<file path="config.mk">
export PLATFORM = sky130hd
export DESIGN_NAME = simple_uart
export DESIGN_NICKNAME = d
export VERILOG_FILES = /design/src/rtl/simple_uart_pkg.sv /design/src/rtl/simple_uart_rx.sv /design/src/rtl/simple_uart.sv
export SDC_FILE = /design/constraint.sdc
export NUM_CORES = 1
export LEC_CHECK = 0
export ABC_AREA = 1
export CAP_MARGIN = 30
export CORE_UTILIZATION = 50
export DETAILED_ROUTE_END_ITERATION = 16
export PLACE_DENSITY = 0.77
export SETUP_SLACK_MARGIN = 0.1
export SYNTH_ARGS = -nofsm -noshare
export SYNTH_HDL_FRONTEND = slang
export SYNTH_SLANG_ARGS = --single-unit
</file>
<file path="constraint.sdc">
create_clock -name clk -period 6.9 [get_ports clk]
set_input_delay 2.07 -clock clk [delete_from_list [all_inputs] [get_ports clk]]
set_output_delay 2.07 -clock clk [all_outputs]
set_load 0.01 [all_outputs]
</file>
<file path="src/rtl/simple_uart_pkg.sv">
// Shared constants, RX state encoding and bit-period helper for simple_uart.
package simple_uart_pkg;

  localparam int FRAME_BITS = 10;
  localparam int DUMMY_BITS = 15;
  localparam int DATA_BITS  = 8;

  typedef enum logic [1:0] {
    IDLE,
    START,
    DATA,
    STOP
  } rx_state_e;

  // Divider values below 2 would make the half-period sample point degenerate.
  function automatic logic [31:0] bit_period(input logic [31:0] div);
    return (div < 32'd2) ? 32'd2 : div;
  endfunction

endpackage

</file>
<file path="src/rtl/simple_uart_rx.sv">
// RX path: 2-flop synchroniser, start/data/stop sampling FSM and 1-byte buffer.
// Optional sticky overrun flag under SIMPLE_UART_RX_STATUS_EN.
//
// state | meaning
// IDLE  | waiting for the synced line to go low
// START | half-period wait, then confirm start bit still low
// DATA  | sampling 8 data bits at full-period spacing, LSB first
// STOP  | sampling stop bit; latch byte only if high
module simple_uart_rx
  import simple_uart_pkg::*;
(
  input  logic        i_clk,
  input  logic        i_rst,
  input  logic        i_ser_rx,
  input  logic [31:0] i_period,
  input  logic        i_re,
  output logic        o_valid,
`ifdef SIMPLE_UART_RX_STATUS_EN
  output logic        o_overrun,
`endif
  output logic [7:0]  o_data
);

  logic [1:0]  r_sync;
  rx_state_e   r_state;
  rx_state_e   w_next;
  logic [31:0] r_cnt;
  logic [2:0]  r_bit_idx;
  logic [7:0]  r_shift;
  logic [7:0]  r_data;
  logic        r_valid;
  logic        w_rx;
  logic        w_tc;
  logic        w_load_half;
  logic        w_load_full;
  logic        w_shift;
  logic        w_latch;

  assign w_rx = r_sync[1];
  assign w_tc = (r_cnt == 32'd0);

  always_ff @(posedge i_clk) begin
    if (i_rst) r_sync <= 2'b11;
    else       r_sync <= {r_sync[0], i_ser_rx};
  end

  always_ff @(posedge i_clk) begin
    if (i_rst) r_state <= IDLE;
    else       r_state <= w_next;
  end

  always_comb begin
    w_next = r_state;
    case (r_state)
      IDLE:    if (!w_rx) w_next = START;
      START:   if (w_tc) w_next = w_rx ? IDLE : DATA;
      DATA:    if (w_tc && (r_bit_idx == 3'(DATA_BITS - 1))) w_next = STOP;
      STOP:    if (w_tc) w_next = IDLE;
      default: w_next = IDLE;
    endcase
  end

  always_comb begin
    w_load_half = 1'b0;
    w_load_full = 1'b0;
    w_shift     = 1'b0;
    w_latch     = 1'b0;
    case (r_state)
      IDLE:  w_load_half = !w_rx;
      START: w_load_full = w_tc && !w_rx;
      DATA: begin
        w_load_full = w_tc;
        w_shift     = w_tc;
      end
      STOP:  w_latch = w_tc && w_rx;
      default: ;
    endcase
  end

  // Timer reloads from the live period, so a divider change lands at the next bit.
  always_ff @(posedge i_clk) begin
    if (i_rst) begin
      r_cnt     <= 32'd0;
      r_bit_idx <= 3'd0;
      r_shift   <= 8'h00;
    end else begin
      if (w_load_half)      r_cnt <= (i_period >> 1) - 32'd1;
      else if (w_load_full) r_cnt <= i_period - 32'd1;
      else if (!w_tc)       r_cnt <= r_cnt - 32'd1;
      if (w_load_half)  r_bit_idx <= 3'd0;
      else if (w_shift) r_bit_idx <= r_bit_idx + 3'd1;
      if (w_shift) r_shift <= {w_rx, r_shift[7:1]};
    end
  end

  always_ff @(posedge i_clk) begin
    if (i_rst) begin
      r_data  <= 8'h00;
      r_valid <= 1'b0;
    end else if (w_latch) begin
      r_data  <= r_shift;
      r_valid <= 1'b1;
    end else if (i_re) begin
      r_valid <= 1'b0;
    end
  end

`ifdef SIMPLE_UART_RX_STATUS_EN
  logic r_overrun;

  // A pop on the same edge as a new byte retires the old one, so it is not an overrun.
  always_ff @(posedge i_clk) begin
    if (i_rst)                              r_overrun <= 1'b0;
    else if (w_latch && r_valid && !i_re)   r_overrun <= 1'b1;
    else if (i_re)                          r_overrun <= 1'b0;
  end

  assign o_overrun = r_overrun;
`endif

  assign o_valid = r_valid;
  assign o_data  = r_data;

endmodule

</file>
<file path="src/rtl/simple_uart.sv">
// Memory-mapped 8N1 UART top: baud divider, TX shifter with settle period, RX instance.
// Optional RX status bits in reg_dat_do under SIMPLE_UART_RX_STATUS_EN.
module simple_uart
  import simple_uart_pkg::*;
#(
  parameter logic [31:0] DIV_RESET = 32'd139
) (
  input  logic        clk,
  input  logic        rst,
  output logic        ser_tx,
  input  logic        ser_rx,
  input  logic [3:0]  reg_div_we,
  input  logic [31:0] reg_div_di,
  output logic [31:0] reg_div_do,
  input  logic        reg_dat_we,
  input  logic        reg_dat_re,
  input  logic [31:0] reg_dat_di,
  output logic [31:0] reg_dat_do,
  output logic        reg_dat_wait
);

  logic [31:0] r_div;
  logic        r_dummy;
  logic [9:0]  r_tx_shift;
  logic [3:0]  r_tx_bits;
  logic [31:0] r_tx_cnt;
  logic        r_ser_tx;
  logic [31:0] w_period;
  logic        w_tx_busy;
  logic        w_tx_accept;
  logic        w_dummy_start;
  logic        w_rx_valid;
  logic [7:0]  w_rx_data;
  logic        w_unused_di;

  assign w_period      = bit_period(r_div);
  // A divider write in flight counts as busy so a simultaneous data write stalls.
  assign w_tx_busy     = (r_tx_bits != 4'd0) || r_dummy || (|reg_div_we);
  assign w_tx_accept   = reg_dat_we && !w_tx_busy;
  assign w_dummy_start = r_dummy && (r_tx_bits == 4'd0);
  assign reg_dat_wait  = reg_dat_we && w_tx_busy;
  assign reg_div_do    = r_div;
  assign ser_tx        = r_ser_tx;
  assign w_unused_di   = ^reg_dat_di[31:8];

  always_ff @(posedge clk) begin
    if (rst) begin
      r_div   <= DIV_RESET;
      r_dummy <= 1'b0;
    end else begin
      for (int i = 0; i < 4; i++) begin
        if (reg_div_we[i]) r_div[8*i +: 8] <= reg_div_di[8*i +: 8];
      end
      if (|reg_div_we)        r_dummy <= 1'b1;
      else if (w_dummy_start) r_dummy <= 1'b0;
    end
  end

  // The settle period reuses the shifter: an all-ones frame of DUMMY_BITS bits.
  always_ff @(posedge clk) begin
    if (rst) begin
      r_tx_shift <= '1;
      r_tx_bits  <= 4'd0;
      r_tx_cnt   <= 32'd0;
      r_ser_tx   <= 1'b1;
    end else if (w_tx_accept) begin
      r_tx_shift <= {1'b1, reg_dat_di[7:0], 1'b0};
      r_tx_bits  <= 4'(FRAME_BITS);
      r_tx_cnt   <= w_period - 32'd1;
      r_ser_tx   <= 1'b0;
    end else if (w_dummy_start) begin
      r_tx_shift <= '1;
      r_tx_bits  <= 4'(DUMMY_BITS);
      r_tx_cnt   <= w_period - 32'd1;
      r_ser_tx   <= 1'b1;
    end else if (r_tx_bits != 4'd0) begin
      if (r_tx_cnt == 32'd0) begin
        r_tx_shift <= {1'b1, r_tx_shift[9:1]};
        r_tx_bits  <= r_tx_bits - 4'd1;
        r_tx_cnt   <= w_period - 32'd1;
        r_ser_tx   <= r_tx_shift[1];
      end else begin
        r_tx_cnt <= r_tx_cnt - 32'd1;
      end
    end
  end

`ifdef SIMPLE_UART_RX_STATUS_EN
  logic w_rx_overrun;

  simple_uart_rx u_rx (
    .i_clk     (clk),
    .i_rst     (rst),
    .i_ser_rx  (ser_rx),
    .i_period  (w_period),
    .i_re      (reg_dat_re),
    .o_valid   (w_rx_valid),
    .o_overrun (w_rx_overrun),
    .o_data    (w_rx_data)
  );

  assign reg_dat_do = {22'h0, w_rx_overrun, w_rx_valid, (w_rx_valid ? w_rx_data : 8'h00)};
`else
  simple_uart_rx u_rx (
    .i_clk    (clk),
    .i_rst    (rst),
    .i_ser_rx (ser_rx),
    .i_period (w_period),
    .i_re     (reg_dat_re),
    .o_valid  (w_rx_valid),
    .o_data   (w_rx_data)
  );

  assign reg_dat_do = w_rx_valid ? {24'h0, w_rx_data} : 32'h0;
`endif

endmodule

</file>
==> key figures <==
Global route
  – Antenna violations before repair: 0
  – First-pass GRT wire length: ~44,000 microns
  – Vias in the first global route: 8,375
  – Grt total ovfl: 0
  – Global Route Usage Sum: 0.313
  – Largest net degree at the start of global routing: 71

Clock network
  – Htree depth: 4
  – Clock Tree Buf Depth: 2
  – Post-CTS Setup Bufs: 0
  – CTS tree: yes
  – Hold_buf cts: 0
  – Post-CTS Resized: 0
  – Clock tree root buffer cell: clkbuf_16
  – Clock Latency Late Sink: 0.44 ns
  – CTS Sinks: 134
  – Inserted Clock Buffers: 17
  – Clk slew on worst S/H paths: about 0.060 ns

Critical path
  – R2R Setup Slk: 3.38 ns
  – Crit path largest cell delay: 0.48 ns
  – Setup crit end kind: output port
  – WP data required: 4.83 ns
  – Crit path max-delay cell type: inv_1
  – Worst Setup Start Kind: input pin
  – Critical Path, Cell by Cell: clkdlybuf4s50_1 > inv_1 > nand4_2 > nor3_4 > nor2_1 > clkdlybuf4s50_1
  – CP dominant cell by count: clkdlybuf4s50_1
  – CP Data Arrival Time: 3.95 ns
  – WS Path Type: in -> out
  – WP buf/inv: 3
  – CP top delay family: buffers and inverters
  – Crit-path max FO: 17

Routing
  – WL per Instance: approximately 17 microns
  – Drt pass-1 iters: 5
  – DR DRC count: 0
  – Routed length on met2: roughly 13,000 microns
  – Initial DRC count: ~870
  – Max Used Layer: met4
  – WL met3: 2150 microns
  – DR vias/cell: 5.60
  – Final Routed Wirelength: 28,400 microns
  – Vias: 9,542
  – Routed Antenna Nets: 0
  – Metal-1 WL: 12,400 microns

Logic synthesis
  – Register area share after synthesis: 0.301
  – Most used DFF post-synth: dfxtp_1
  – Mapped cell area: 8920 sq um
  – Top cell type's share of synthesized area: 0.301
  – Most common cell in the netlist: nand2_1
  – Post-synth EDFFs: 0
  – Flops & latches, synth: 134
  – Largest area contributor in the netlist: dfxtp_1
  – Gate Count Post-Synth: 1,396
  – Post-synthesis cell type count: 44
  – Top cells by count, synth: 316 x nand2_1, 181 x nor2_1, 139 x inv_1, 134 x dfxtp_1, 132 x a21oi_1
  – Synth area leaders: dfxtp_1 30%, nand2_1 13%, nor2_1 7.6%
  – Synth warnings: 0
  – Synthesized area per cell: 6.39 sq um
  – Ys async rst share: 0

Power
  – Worst vdd ir: 0.247 mV
  – Sequential share of power: 0.276
  – Sw Share: 0.467
  – Leak Pwr: 4.54 nW
  – Internal: 2.28 mW
  – Clock network power share: 0.214
  – Psw: about 2.0 mW
  – Pwr dens: just over 400 nW/um^2
  – Tot Pwr: ~4.3 mW
  – Comb power frac: 0.510

Die
  – # rows: 48
  – Die X: 136 microns
  – Die Ht: ~140 microns
  – Starting density of the core: 0.514
  – Die Footprint: 18,400 sq um
  – Ports: 139
  – Core area: 17,400 sq um

STA
  – PnR worst setup slack: 0.880 ns
  – Hold Worst Slack: 0.411 ns
  – Period utilization: 0.872
  – Actual transition at the worst max-transition pin: 0.927 ns
  – Final Hold Viols: 0
  – Max Transition Viols Final: 0
  – Setup Skew: 0.0116 ns
  – Setup violations, final: 0
  – Max-slew headroom: 0.380
  – Tmin final: 6.02 ns
  – RSZ-0062 raised after global routing: no
  – TNS Setup: 0 ns
  – Fmax: 0.166 GHz

Placed design
  – Place WS: 0.901 ns
  – Detailed Place HPWL: between 20,000 and 25,000 microns
  – Final GP Congestion: 0.988
  – Input/output buffers: 90

Final layout
  – Syn-to-layout area delta: 16.6%
  – Final #Nets: 1,553
  – Post-layout util: 0.599
  – Fraction of layout cells with a size suffix above 1: 0.0669
  – Filler cell count: about 1,700
  – Antenna cells: 0

Worst hold path
  – Hold Path Class: reg -> reg

Status
  – Status: completed

Flow run
  – Max Cap Viol: 0
## power by group through the flow
stage / clock network [mW] / logic [mW] / registers [mW]
finish: 0.915 / 2.18 / 1.18
global placement: 0 / 2.09 / 1.18
floorplan: 0 / 1.69 / 1.14
detailed placement: 0 / 2.13 / 1.19
global route: 0.946 / 2.43 / 1.20
CTS: 0.915 / 2.15 / 1.17
## worst paths after layout
| path | startpoint | endpoint | cells after the start |
|---|---|---|---|
| hold / removal | u_rx.r_sync[0]$_SDFF_PP1_ | u_rx.r_sync[1]$_SDFF_PP1_ | 1 |
| setup reg to reg | reg_div_do[17]$_SDFFE_PP0P_ | u_rx.r_cnt[29]$_SDFFE_PP0P_ | 18 |
| hold reg to reg | u_rx.r_sync[0]$_SDFF_PP1_ | u_rx.r_sync[1]$_SDFF_PP1_ | 1 |
| setup / recovery | reg_div_we[3] | reg_dat_wait | 6 |
## registers in the layout, summed over array words and instances, names as in the netlist, named ones only
signal and cells:
r_tx_cnt 32, reg_div_do 32, u_rx.r_cnt 32, r_tx_shift 8, u_rx.o_data 8, u_rx.r_shift 8, r_tx_bits 4, u_rx.r_bit_idx 3
u_rx.r_sync 2, r_dummy 1, ser_tx 1, u_rx.o_valid 1, u_rx.r_state 1
## layer usage
layer  vias to the layer above  GRT usage
li1                       4662          -
met1                      4381      0.414
met2                       435      0.499
met3                        64     0.0501
met4                         0      0.136
met5                         -          0
## placed cells by master, fill, tap and decap left out, types with 4 or more instances in the layout
cell / netlist / routed
clkinv_4: 0 / 4
inv_1: 139 / 139
o221ai_1: 7 / 7
o211ai_1: 10 / 10
o21ai_1: 4 / 4
nor3_1: 16 / 16
a21oi_1: 132 / 132
nand3_1: 95 / 95
clkdlybuf4s50_1: 0 / 90
clkbuf_16: 0 / 17
xor2_1: 46 / 46
nor2_2: 10 / 11
conb_1: 1 / 24
nand2_1: 316 / 316
a31oi_1: 10 / 10
nor4_1: 4 / 4
or2_2: 8 / 8
dfxtp_1: 134 / 134
nand4_1: 17 / 17
nor2_1: 181 / 180
nand2_2: 7 / 7
o21ai_0: 114 / 114
xnor2_1: 12 / 12
a21oi_2: 6 / 6
ha_1: 14 / 14
buf_4: 27 / 6
nor2_4: 10 / 10
inv_2: 6 / 7
## metrics by stage
| step | area (sq um) | std cells |
|---|---|---|
| finish | 10400 | 1704 |
| global route | 10400 | 1704 |
| CTS | 10400 | 1704 |
| detailed placement | 9820 | 1672 |
| global placement | 9820 | 1672 |
| floorplan | 9010 | 1419 |
## cell type report
class / count / area, sq um / share of cell area
clock buffer: 19 / 433 / 0.0416
clock inverter: 13 / 149 / 0.0143
inverter: 149 / 563 / 0.0541
multi-input combinational: 1068 / 5340 / 0.514
sequential: 134 / 2680 / 0.258
tap: 225 / 282 / 0.0271
timing repair buffer: 96 / 946 / 0.0910
## worst reg2reg max path, delay by kind of cell (launching register included)
kind,cells,cell delay [ns]
compound gates,1,0.15
simple gates,16,2.31
flops,1,0.57
fa+ha+maj,1,0.35
## logic make-up (layout without fill, tap and decap cells)
kind of cell | count (synthesis) | count (layout) | synth area share
compound gates | 291 | 291 | 0.175
xor+xnor | 58 | 58 | 0.0569
fa+ha+maj | 14 | 14 | 0.0196
buf+inv | 217 | 277 | 0.110
flops | 134 | 134 | 0.301
mux | 3 | 3 | 0.00337
other cells | 1 | 24 | 0.000420
simple gates | 678 | 678 | 0.333
Note: power is estimated with default switching activity, not from simulation.
